<file path="src/rtl/hazard_pkg.sv">
`default_nettype none
// ============================================================================
// Module      : hazard_pkg
// Description : Shared constants and types for the hazard/forwarding unit.
// Revision    : 1.0 - initial release
// ============================================================================
package hazard_pkg;

    localparam int DEFAULT_REG_AW = 5;

    // EX operand source selects
    localparam logic [1:0] FWD_RF  = 2'b00;
    localparam logic [1:0] FWD_WB  = 2'b01;
    localparam logic [1:0] FWD_MEM = 2'b10;

    typedef enum logic [0:0] {
        MD_IDLE = 1'b0,
        MD_BUSY = 1'b1
    } md_state_t;

endpackage
`default_nettype wire

</file>
<file path="src/rtl/hazard_forward_unit_if.sv">
`default_nettype none
// ============================================================================
// Module      : hazard_forward_unit_if
// Description : Pipeline-side bundle feeding the hazard/forwarding unit.
// Revision    : 1.0 - initial release
// ============================================================================
interface hazard_forward_unit_if
    import hazard_pkg::*;
#(
    parameter int REG_AW = DEFAULT_REG_AW,
    parameter int CNT_W  = 32
);
    logic [REG_AW-1:0] id_rs;
    logic [REG_AW-1:0] id_rt;
    logic              id_uses_rs;
    logic              id_uses_rt;
    logic              id_is_branch;
    logic              id_md_op;
    logic              id_hilo_read;
    logic              flush_id;
    logic [REG_AW-1:0] ex_rs;
    logic [REG_AW-1:0] ex_rt;
    logic [REG_AW-1:0] ex_dst;
    logic              ex_reg_write;
    logic              ex_mem_read;
    logic              md_start;
    logic [REG_AW-1:0] mem_dst;
    logic              mem_reg_write;
    logic              mem_mem_read;
    logic [REG_AW-1:0] wb_dst;
    logic              wb_reg_write;
    logic              cnt_clr;
    logic [1:0]        fwd_a;
    logic [1:0]        fwd_b;
    logic              fwd_c;
    logic              fwd_d;
    logic              stall;
    logic              bubble;
    logic              md_busy;
    logic [CNT_W-1:0]  stall_count;

    modport master (
        output id_rs, id_rt, id_uses_rs, id_uses_rt, id_is_branch, id_md_op,
               id_hilo_read, flush_id, ex_rs, ex_rt, ex_dst, ex_reg_write,
               ex_mem_read, md_start, mem_dst, mem_reg_write, mem_mem_read,
               wb_dst, wb_reg_write, cnt_clr,
        input  fwd_a, fwd_b, fwd_c, fwd_d, stall, bubble, md_busy, stall_count
    );

    modport slave (
        input  id_rs, id_rt, id_uses_rs, id_uses_rt, id_is_branch, id_md_op,
               id_hilo_read, flush_id, ex_rs, ex_rt, ex_dst, ex_reg_write,
               ex_mem_read, md_start, mem_dst, mem_reg_write, mem_mem_read,
               wb_dst, wb_reg_write, cnt_clr,
        output fwd_a, fwd_b, fwd_c, fwd_d, stall, bubble, md_busy, stall_count
    );

endinterface
`default_nettype wire

</file>
<file path="src/rtl/hazard_forward_unit_md_busy_tracker.sv">
`default_nettype none
// ============================================================================
// Module      : md_busy_tracker
// Description : Tracks the multi-cycle mul/div unit; busy for MD_LAT cycles.
// Revision    : 1.0 - initial release
// ============================================================================
module md_busy_tracker
    import hazard_pkg::*;
#(
    parameter int MD_LAT = 4
) (
    input  wire logic clk,
    input  wire logic rst,
    input  wire logic i_md_start,
    output logic      o_md_busy
);

    localparam int c_CNT_W = $clog2(MD_LAT + 1);

    md_state_t          r_state;
    logic [c_CNT_W-1:0] r_cnt;
    logic               r_md_busy;

    // A start while already busy is ignored: the count is never reloaded.
    always_ff @(posedge clk or posedge rst) begin
        if (rst) begin
            r_state   <= MD_IDLE;
            r_cnt     <= '0;
            r_md_busy <= 1'b0;
        end else begin
            case (r_state)
                MD_IDLE: begin
                    if (i_md_start) begin
                        r_state   <= MD_BUSY;
                        r_cnt     <= c_CNT_W'(MD_LAT);
                        r_md_busy <= 1'b1;
                    end
                end
                MD_BUSY: begin
                    if (r_cnt == c_CNT_W'(1)) begin
                        r_state   <= MD_IDLE;
                        r_cnt     <= '0;
                        r_md_busy <= 1'b0;
                    end else begin
                        r_cnt     <= r_cnt - c_CNT_W'(1);
                    end
                end
                default: begin
                    r_state   <= MD_IDLE;
                    r_cnt     <= '0;
                    r_md_busy <= 1'b0;
                end
            endcase
        end
    end

    assign o_md_busy = r_md_busy;

endmodule
`default_nettype wire

</file>
<file path="src/rtl/hazard_forward_unit.sv">
`default_nettype none
// ============================================================================
// Module      : hazard_forward_unit
// Description : Forwarding selects, stall/bubble control and stall counter.
// Revision    : 1.0 - initial release
// ============================================================================
module hazard_forward_unit
    import hazard_pkg::*;
#(
    parameter int REG_AW = DEFAULT_REG_AW,
    parameter int MD_LAT = 4,
    parameter int CNT_W  = 32
) (
    input  wire logic             clk,
    input  wire logic             rst,
    hazard_forward_unit_if.slave  hz
);

    localparam logic [REG_AW-1:0] c_R0  = '0;
    localparam logic [CNT_W-1:0]  c_MAX = '1;

    logic [1:0]       w_fwd_a;
    logic [1:0]       w_fwd_b;
    logic             w_fwd_c;
    logic             w_fwd_d;
    logic             w_ex_hit;
    logic             w_mem_hit;
    logic             w_stall_l;
    logic             w_stall_b1;
    logic             w_stall_b2;
    logic             w_stall_m;
    logic             w_stall;
    logic             w_md_busy;
    logic [CNT_W-1:0] r_stall_count;

    // EX/MEM has priority because it holds the younger result.
    always_comb begin
        w_fwd_a = FWD_RF;
        if (hz.mem_reg_write && hz.mem_dst != c_R0 && hz.mem_dst == hz.ex_rs)
            w_fwd_a = FWD_MEM;
        else if (hz.wb_reg_write && hz.wb_dst != c_R0 && hz.wb_dst == hz.ex_rs)
            w_fwd_a = FWD_WB;

        w_fwd_b = FWD_RF;
        if (hz.mem_reg_write && hz.mem_dst != c_R0 && hz.mem_dst == hz.ex_rt)
            w_fwd_b = FWD_MEM;
        else if (hz.wb_reg_write && hz.wb_dst != c_R0 && hz.wb_dst == hz.ex_rt)
            w_fwd_b = FWD_WB;
    end

    // A load result in MEM is not yet available for the ID comparator.
    assign w_fwd_c = hz.mem_reg_write && !hz.mem_mem_read &&
                     hz.mem_dst != c_R0 && hz.mem_dst == hz.id_rs;
    assign w_fwd_d = hz.mem_reg_write && !hz.mem_mem_read &&
                     hz.mem_dst != c_R0 && hz.mem_dst == hz.id_rt;

    assign w_ex_hit  = hz.ex_dst != c_R0 &&
                       ((hz.id_uses_rs && hz.ex_dst == hz.id_rs) ||
                        (hz.id_uses_rt && hz.ex_dst == hz.id_rt));
    assign w_mem_hit = hz.mem_dst != c_R0 &&
                       ((hz.id_uses_rs && hz.mem_dst == hz.id_rs) ||
                        (hz.id_uses_rt && hz.mem_dst == hz.id_rt));

    assign w_stall_l  = hz.ex_mem_read && hz.ex_reg_write && w_ex_hit;
    assign w_stall_b1 = hz.id_is_branch && hz.ex_reg_write && w_ex_hit;
    assign w_stall_b2 = hz.id_is_branch && hz.mem_mem_read &&
                        hz.mem_reg_write && w_mem_hit;
    assign w_stall_m  = (hz.id_md_op || hz.id_hilo_read) &&
                        (w_md_busy || hz.md_start);
    assign w_stall    = (w_stall_l || w_stall_b1 || w_stall_b2 || w_stall_m) &&
                        !hz.flush_id && !rst;

    md_busy_tracker #(
        .MD_LAT (MD_LAT)
    ) u_md_busy_tracker (
        .clk        (clk),
        .rst        (rst),
        .i_md_start (hz.md_start),
        .o_md_busy  (w_md_busy)
    );

    always_ff @(posedge clk or posedge rst) begin
        if (rst)
            r_stall_count <= '0;
        else if (hz.cnt_clr)
            r_stall_count <= '0;
        else if (w_stall && r_stall_count != c_MAX)
            r_stall_count <= r_stall_count + CNT_W'(1);
    end

    assign hz.fwd_a       = w_fwd_a;
    assign hz.fwd_b       = w_fwd_b;
    assign hz.fwd_c       = w_fwd_c;
    assign hz.fwd_d       = w_fwd_d;
    assign hz.stall       = w_stall;
    assign hz.bubble      = w_stall;
    assign hz.md_busy     = w_md_busy;
    assign hz.stall_count = r_stall_count;

endmodule
`default_nettype wire

</file>
<file path="src/flat_wrapper.sv">
// flat-port wrapper written by rule: the top's interface ports become plain ports
module hazard_forward_unit_flat import hazard_pkg::*;
#(
    parameter int REG_AW = DEFAULT_REG_AW,
    parameter int MD_LAT = 4,
    parameter int CNT_W  = 32
)
  (clk, rst, hz_id_rs, hz_id_rt, hz_id_uses_rs, hz_id_uses_rt, hz_id_is_branch, hz_id_md_op, hz_id_hilo_read, hz_flush_id, hz_ex_rs, hz_ex_rt, hz_ex_dst, hz_ex_reg_write, hz_ex_mem_read, hz_md_start, hz_mem_dst, hz_mem_reg_write, hz_mem_mem_read, hz_wb_dst, hz_wb_reg_write, hz_cnt_clr, hz_fwd_a, hz_fwd_b, hz_fwd_c, hz_fwd_d, hz_stall, hz_bubble, hz_md_busy, hz_stall_count);
  hazard_forward_unit_if #(.REG_AW(REG_AW), .CNT_W(CNT_W)) hz_i ();
  input  wire logic clk;
  input  wire logic rst;
  input wire logic [$bits(hz_i.id_rs)-1:0] hz_id_rs;
  input wire logic [$bits(hz_i.id_rt)-1:0] hz_id_rt;
  input wire logic [$bits(hz_i.id_uses_rs)-1:0] hz_id_uses_rs;
  input wire logic [$bits(hz_i.id_uses_rt)-1:0] hz_id_uses_rt;
  input wire logic [$bits(hz_i.id_is_branch)-1:0] hz_id_is_branch;
  input wire logic [$bits(hz_i.id_md_op)-1:0] hz_id_md_op;
  input wire logic [$bits(hz_i.id_hilo_read)-1:0] hz_id_hilo_read;
  input wire logic [$bits(hz_i.flush_id)-1:0] hz_flush_id;
  input wire logic [$bits(hz_i.ex_rs)-1:0] hz_ex_rs;
  input wire logic [$bits(hz_i.ex_rt)-1:0] hz_ex_rt;
  input wire logic [$bits(hz_i.ex_dst)-1:0] hz_ex_dst;
  input wire logic [$bits(hz_i.ex_reg_write)-1:0] hz_ex_reg_write;
  input wire logic [$bits(hz_i.ex_mem_read)-1:0] hz_ex_mem_read;
  input wire logic [$bits(hz_i.md_start)-1:0] hz_md_start;
  input wire logic [$bits(hz_i.mem_dst)-1:0] hz_mem_dst;
  input wire logic [$bits(hz_i.mem_reg_write)-1:0] hz_mem_reg_write;
  input wire logic [$bits(hz_i.mem_mem_read)-1:0] hz_mem_mem_read;
  input wire logic [$bits(hz_i.wb_dst)-1:0] hz_wb_dst;
  input wire logic [$bits(hz_i.wb_reg_write)-1:0] hz_wb_reg_write;
  input wire logic [$bits(hz_i.cnt_clr)-1:0] hz_cnt_clr;
  output wire logic [$bits(hz_i.fwd_a)-1:0] hz_fwd_a;
  output wire logic [$bits(hz_i.fwd_b)-1:0] hz_fwd_b;
  output wire logic [$bits(hz_i.fwd_c)-1:0] hz_fwd_c;
  output wire logic [$bits(hz_i.fwd_d)-1:0] hz_fwd_d;
  output wire logic [$bits(hz_i.stall)-1:0] hz_stall;
  output wire logic [$bits(hz_i.bubble)-1:0] hz_bubble;
  output wire logic [$bits(hz_i.md_busy)-1:0] hz_md_busy;
  output wire logic [$bits(hz_i.stall_count)-1:0] hz_stall_count;
  assign hz_i.id_rs = hz_id_rs;
  assign hz_i.id_rt = hz_id_rt;
  assign hz_i.id_uses_rs = hz_id_uses_rs;
  assign hz_i.id_uses_rt = hz_id_uses_rt;
  assign hz_i.id_is_branch = hz_id_is_branch;
  assign hz_i.id_md_op = hz_id_md_op;
  assign hz_i.id_hilo_read = hz_id_hilo_read;
  assign hz_i.flush_id = hz_flush_id;
  assign hz_i.ex_rs = hz_ex_rs;
  assign hz_i.ex_rt = hz_ex_rt;
  assign hz_i.ex_dst = hz_ex_dst;
  assign hz_i.ex_reg_write = hz_ex_reg_write;
  assign hz_i.ex_mem_read = hz_ex_mem_read;
  assign hz_i.md_start = hz_md_start;
  assign hz_i.mem_dst = hz_mem_dst;
  assign hz_i.mem_reg_write = hz_mem_reg_write;
  assign hz_i.mem_mem_read = hz_mem_mem_read;
  assign hz_i.wb_dst = hz_wb_dst;
  assign hz_i.wb_reg_write = hz_wb_reg_write;
  assign hz_i.cnt_clr = hz_cnt_clr;
  assign hz_fwd_a = hz_i.fwd_a;
  assign hz_fwd_b = hz_i.fwd_b;
  assign hz_fwd_c = hz_i.fwd_c;
  assign hz_fwd_d = hz_i.fwd_d;
  assign hz_stall = hz_i.stall;
  assign hz_bubble = hz_i.bubble;
  assign hz_md_busy = hz_i.md_busy;
  assign hz_stall_count = hz_i.stall_count;
  hazard_forward_unit #(.REG_AW(REG_AW), .MD_LAT(MD_LAT), .CNT_W(CNT_W)) u_core (.clk(clk), .rst(rst), .hz(hz_i));
endmodule
</file>
<file path="config.mk">
export PLATFORM = sky130hd
export DESIGN_NAME = hazard_forward_unit_flat
export DESIGN_NICKNAME = d
export VERILOG_FILES = /design/src/rtl/hazard_pkg.sv /design/src/rtl/hazard_forward_unit_if.sv /design/src/rtl/hazard_forward_unit_md_busy_tracker.sv /design/src/rtl/hazard_forward_unit.sv /design/src/flat_wrapper.sv
export SDC_FILE = /design/constraint.sdc
export NUM_CORES = 1
export LEC_CHECK = 0
export BUFFER_PORTS_ARGS = -buffer_cell sky130_fd_sc_hd__buf_4
export CAP_MARGIN = 5
export CORE_ASPECT_RATIO = 1.1
export CORE_UTILIZATION = 45
export CTS_BUF_LIST = sky130_fd_sc_hd__clkbuf_2
export DETAILED_ROUTE_END_ITERATION = 10
export PLACE_DENSITY = 0.73
export SYNTH_ARGS = -nofsm -noshare
export SYNTH_HDL_FRONTEND = slang
export SYNTH_SLANG_ARGS = --single-unit
</file>
<file path="constraint.sdc">
create_clock -name clk -period 6.5 [get_ports clk]
set_input_delay 1.3 -clock clk [delete_from_list [all_inputs] [get_ports clk]]
set_output_delay 1.3 -clock clk [all_outputs]
set_load 0.02 [all_outputs]
</file>
* Word-level counts from Yosys, hierarchy flattened
Index checks and enable logic that the tools add are counted.
** Word-level totals
- Output and inout port bits :: 41
- Input bits :: 50
- Register bits :: 37
- Word-level logic and storage cells :: 76
** Cells by class
- Equal/unequal tests :: 12
- Add/sub/neg operators :: 2
- Mux-type cells :: 15
- Bitwise operators :: 1
- Reduce and logical (&&, ||, !) cells :: 42
** Operators with widths (number)
- $mux 32 :: 2
- $eq 5x5->1 :: 8
- $add 32x1->32 const B :: 1
- $ne 32x32->1 const B :: 1
- $logic_and 1x1->1 :: 27
- $reduce_bool 5->1 :: 3
- $logic_or 1x1->1 :: 7
- $mux 1 :: 6
- $mux 3 :: 2
- $pmux 3 s2 :: 1
- $mux 2 :: 2
- $pmux 1 s2 :: 2
- $eq 3x1->1 const B :: 1
- $logic_not 1->1 :: 3
- $sub 3x1->3 const B :: 1
- $ne 2x1->1 const B :: 1
- $ne 2x2->1 const B :: 1
- $reduce_and 2->1 :: 1
- $reduce_bool 2->1 :: 1
- $not 1->1 :: 1

* Logic depth before layout (Yosys ltp)
- Depth after elaboration :: 13
- Depth in mapped cells :: 11
- Mapped depth without buffers :: 8

* Hierarchy
Synthesis repeated with hierarchy kept, for this count alone.
** Unflattened totals
- Cell total of the unflattened synthesis :: 322
- Area, all modules :: 2776.4 um^2
** Modules (own cells, without submodules)
- hazard_forward_unit :: sequential area each 800.8 um^2, area each 2514.9 um^2, cells an instance 298, instances 1
- md_busy_tracker :: sequential area each 125.1 um^2, area each 261.5 um^2, cells an instance 24, instances 1

* Least setup slack after synthesis
OpenSTA, ideal clock, no wires.
- Path kind :: input port to output port
- Start point :: input hz_mem_dst[4]
- End point :: output hz_fwd_a[0]
- Path slack :: 2000 ps
- Buffers on the path :: 1
- Required time :: 5200 ps
- Arrival time :: 3200 ps
- Stages :: 5
- Cells stage by stage :: buf_2 > or4_1 > o21ai_1 > nor4_1 > nor4_1
** On the way
- Word-level cells in the longest chain between the ends :: 4
- Elaborated cells on any way between the ends :: 5
- Classes of those cells :: eq/ne (1); mux (1); reduce/logical (3)
** RTL lines
- start, declared :: line flat_wrapper.sv:26 : input wire logic [$bits(hz_i.mem_dst)-1:0] hz_mem_dst;
- $reduce_bool 5->1 :: line hazard_forward_unit.sv:39 : if (hz.mem_reg_write && hz.mem_dst != c_R0 && hz.mem_dst == hz.ex_rs)
- $logic_and 1x1->1 :: line hazard_forward_unit.sv:39
- $logic_and 1x1->1 (*) :: line hazard_forward_unit.sv:39
- $mux 2 (*) :: line hazard_forward_unit.sv:39
- end, declared :: line flat_wrapper.sv:32 : output wire logic [$bits(hz_i.fwd_a)-1:0] hz_fwd_a;
Every way passes the cells marked *; elsewhere a longest branch is shown, timed or not.

* Final worst setup path
- Start point :: input hz_mem_dst[4]
- End point :: output hz_bubble
** On the way
- Word-level cells in the longest chain between the ends :: 9
- Elaborated cells on any way between the ends :: 12
- Classes of those cells :: eq/ne (2); reduce/logical (10)
** RTL lines
- $eq 5x5->1, on equally long branches :: line hazard_forward_unit.sv:61, hazard_forward_unit.sv:62
- $logic_and 1x1->1, on equally long branches :: line hazard_forward_unit.sv:61, hazard_forward_unit.sv:62
- $logic_or 1x1->1 :: line hazard_forward_unit.sv:61 : ((hz.id_uses_rs && hz.mem_dst == hz.id_rs) ||
- $logic_and 1x1->1 (*) :: line hazard_forward_unit.sv:60 : assign w_mem_hit = hz.mem_dst != c_R0 &&
- $logic_and 1x1->1 (*) :: line hazard_forward_unit.sv:67 : hz.mem_reg_write && w_mem_hit;
- $logic_or 1x1->1 (*) (2 in series) :: line hazard_forward_unit.sv:70 : assign w_stall = (w_stall_l || w_stall_b1 || w_stall_b2 || w_stall_m) &&
- $logic_and 1x1->1 (*) :: line hazard_forward_unit.sv:70
- $logic_and 1x1->1 (*) :: line hazard_forward_unit.sv:71 : !hz.flush_id && !rst;
- end, declared :: line flat_wrapper.sv:37 : output wire logic [$bits(hz_i.bubble)-1:0] hz_bubble;
Marks and branches as above.

==> flow_summary.json <==
{
  "status": "finished, final reports clean",
  "drt_drc_violations_left": 0,
  "critPathCaptureType": "output pin",
  "die_h_um": 84.03,
  "gp_congestion": 0.8687,
  "fin_crit_sh": 0.6984,
  "min_path_type": "register to register",
  "sw_frac_of_total": 0.3105,
  "antenna_found_initial": 0,
  "p_comb_frac": 0.270,
  "die_width_um": 76.57,
  "areaGrowthSynthToFinish_pct": 25.73,
  "grt-ovfl-total": 0,
  "clk_pin_slew_ps": 190,
  "p_switching_mw": 0.1729,
  "wl_per_cell_um": 14.87,
  "post_cts_buffers": 0,
  "synthFlopType": "dfrtp_1",
  "synthCells": 314,
  "worst_pin_slew_ps": 595.7,
  "ctsRootBufferMaster": "clkbuf_2",
  "fmax_ghz": 0.2203,
  "synth-async-reset-ratio": 1.000,
  "cp_top_family": "compound AO/OA/AOI/OAI gates",
  "maxCapViolCount": 0,
  "dr.pass1.iters": 5,
  "final_layout_size_suffix_gt1_frac": 0.2788,
  "fin_setup_tns_ps": 0,
  "postPlaceCellArea_um2": 3397,
  "die_area_um2": 6434,
  "required_ps": 5200,
  "grt_max_degree": 62,
  "path_cells": "buf_4 -> or4_1 -> o21ai_1 -> o41a_4 -> inv_1 -> buf_4",
  "initial_core_util": 0.4712,
  "postRouteWirelength_um": 6957,
  "ys_types": 41,
  "grtUsageTotal": 0.2178,
  "yosysWarningCount": 0,
  "antenna_cells": 0,
  "p_per_area_nw_per_um2": 160.9,
  "grt_pass1_vias": 2515,
  "core_region_area_um2": 5842,
  "finalHoldViolations": 0,
  "clock-sinks": 37,
  "crit_slowest_cell": "o41a_4",
  "pwr-share-seq": 0.471,
  "io_buffer_count": 90,
  "drt-initial-drc-count": 196,
  "clockBufferDepth": 2,
  "grt_pass1_wl_um": 11450,
  "ant_nets": 0,
  "slew_viol_final": 0,
  "ys_seq_area_frac": 0.3364,
  "final_nets": 443,
  "fp-row-count": 29,
  "min_period_ps": 4540,
  "cts_tree": "done",
  "viasPerCell": 5.709,
  "power.internal_mw": 0.3839,
  "path_class": "input pin to output pin",
  "clock_latency_ps": 400,
  "synth_edf_count": 0,
  "syn_area_um2": 2753,
  "io_pins": 91,
  "fin_skew_ps": 28.26,
  "worstPathArrival_ps": 3240,
  "ctsHtreeMaxLevel": 2,
  "final_cell_area_um2": 3461,
  "path_common_cell": "buf_4",
  "dp_hpwl_um": 5079,
  "syn_avg_cell_area_um2": 8.766,
  "setup_viol": 0,
  "crit_fanout": 61,
  "critPathMaxStageDelay_ps": 570,
  "num_vias": 2672,
  "start_kind": "input pin",
  "relSlewSlack": 0.6014,
  "synth-seq-cells": 37,
  "ir_worst_vdd_v": 0.0001620,
  "syn-num-nets": 367,
  "final_util": 0.5924,
  "rsz0062_at_grt": "no",
  "power_frac_clock": 0.260,
  "cts_resized": 0,
  "p_leak_nw": 1.453,
  "ctsHoldBuffers": 0,
  "critPathBufInv": 3,
  "cts_buffers": 5
}
## layout by cell type, fill, tap and decap left out, drive strengths merged, types with 3 or more instances in the layout
| cell type | netlist | layout |
|---|---|---|
| o31ai | 24 | 24 |
| nand2b | 3 | 3 |
| mux2 | 3 | 3 |
| and3 | 7 | 7 |
| ha | 3 | 3 |
| or3 | 6 | 6 |
| nor4 | 6 | 6 |
| nand2 | 20 | 20 |
| xnor2 | 18 | 18 |
| buf | 15 | 92 |
| nand4 | 10 | 10 |
| nor2 | 16 | 16 |
| xor2 | 22 | 22 |
| nor2b | 4 | 4 |
| or4 | 29 | 29 |
| dfrtp | 37 | 37 |
| and4 | 4 | 4 |
| nor3 | 4 | 4 |
| inv | 5 | 5 |
| nand3 | 19 | 19 |
| clkbuf | 8 | 6 |
| a21oi | 31 | 31 |
| o21ai | 8 | 8 |
## per-layer routing
metal | GRT usage | vias up | wire, um
met1 | 0.2818 | 1264 | 3068
li1 | - | 1333 | -
met5 | 0 | - | 0
met2 | 0.3612 | 64 | 3462
met4 | 0.05769 | 0 | 99
met3 | 0.05355 | 11 | 327
## Yosys cell counts, drive strengths merged, types with 3 or more instances
master / instances / area share
a21oi: 31 / 0.056
and3: 7 / 0.016
and4: 4 / 0.013
buf: 15 / 0.040
clkbuf: 8 / 0.011
dfrtp: 37 / 0.34
ha: 3 / 0.014
inv: 5 / 0.0068
mux2: 3 / 0.012
nand2: 20 / 0.027
nand2b: 3 / 0.0068
nand3: 19 / 0.035
nand4: 10 / 0.023
nor2: 16 / 0.022
nor2b: 4 / 0.0091
nor3: 4 / 0.0073
nor4: 6 / 0.018
o21ai: 8 / 0.015
o31ai: 24 / 0.065
or3: 6 / 0.014
or4: 29 / 0.079
xnor2: 18 / 0.063
xor2: 22 / 0.070
## worst paths after layout
path | from | endpoint | slack [ps] | cells past startpoint
worst min-delay path | u_core.u_md_busy_tracker.o_md_busy$_DFFE_PP0P_ | u_core.u_md_busy_tracker.o_md_busy$_DFFE_PP0P_ | 580 | 2
max in group asynchronous | rst | u_core.hz.stall_count[31]$_DFFE_PP0P_ | 5160 | 3
worst max register to register | u_core.hz.stall_count[19]$_DFFE_PP0P_ | u_core.hz.stall_count[31]$_DFFE_PP0P_ | 3800 | 8
min in group asynchronous | rst | u_core.u_md_busy_tracker.r_cnt[0]$_DFFE_PP0P_ | 980 | 3
worst min register to register | u_core.u_md_busy_tracker.o_md_busy$_DFFE_PP0P_ | u_core.u_md_busy_tracker.o_md_busy$_DFFE_PP0P_ | 580 | 2
worst max-delay path | hz_mem_dst[4] | hz_bubble | 1960 | 6
## layout make-up
| class | count | area [um2] |
|---|---|---|
| repair buffers | 92 | 690.7 |
| clock inverters | 2 | 33.78 |
| fillers | 532 | 2381 |
| flip-flops and latches | 37 | 925.9 |
| multi-input cells | 249 | 1665 |
| clock buffers | 6 | 30.03 |
| inverters | 5 | 18.77 |
| well taps | 77 | 96.34 |
## cells by family (layout without fill, tap and decap cells)
family / Yosys count / in the layout / share of synthesized area
buffers and inverters: 28 / 105 / 0.05863
AO/OA/AOI/OAI: 69 / 69 / 0.1591
XOR/XNOR: 40 / 40 / 0.1327
adder cells (fa/ha/maj): 3 / 3 / 0.01364
flip-flops: 37 / 37 / 0.3364
multiplexers: 3 / 3 / 0.01227
AND/OR/NAND/NOR: 134 / 134 / 0.2873
## flip-flops by register name, summed over array words and instances (netlist names)
register	cells
u_core.u_md_busy_tracker.r_state	1
u_core.hz.stall_count	32
u_core.u_md_busy_tracker.r_cnt	3
u_core.u_md_busy_tracker.o_md_busy	1
## power by group through the flow
stage                     clock network, mW  registers, mW  logic, mW
after floorplan                           0          0.264      0.101
after global placement                    0          0.266      0.146
after detailed placement                  0          0.266      0.151
after CTS                             0.146          0.262      0.151
after global routing                  0.157          0.265      0.169
final                                 0.145          0.262      0.150
## metrics by stage
stage	worst slack, ps	hold WS [ps]	power (mW)	cells
3_5_place_dp	1979	555.4	0.4173	460
4_1_cts	1973	578.7	0.5594	468
3_3_place_gp	2024	553.5	0.4122	460
6_report	1960	582.3	0.5568	468
5_1_grt	1841	598.6	0.5904	468
2_1_floorplan	2000	528.1	0.3653	314
## worst register-to-register path, delay by kind of cell (launching register included)
kind | cells | cell delay [ps]
AND/OR/NAND/NOR | 6 | 1420
flip-flops | 1 | 480
buffers and inverters | 1 | 390
multiplexers | 1 | 290
No activity file was read; power rests on OpenSTA's default activity.
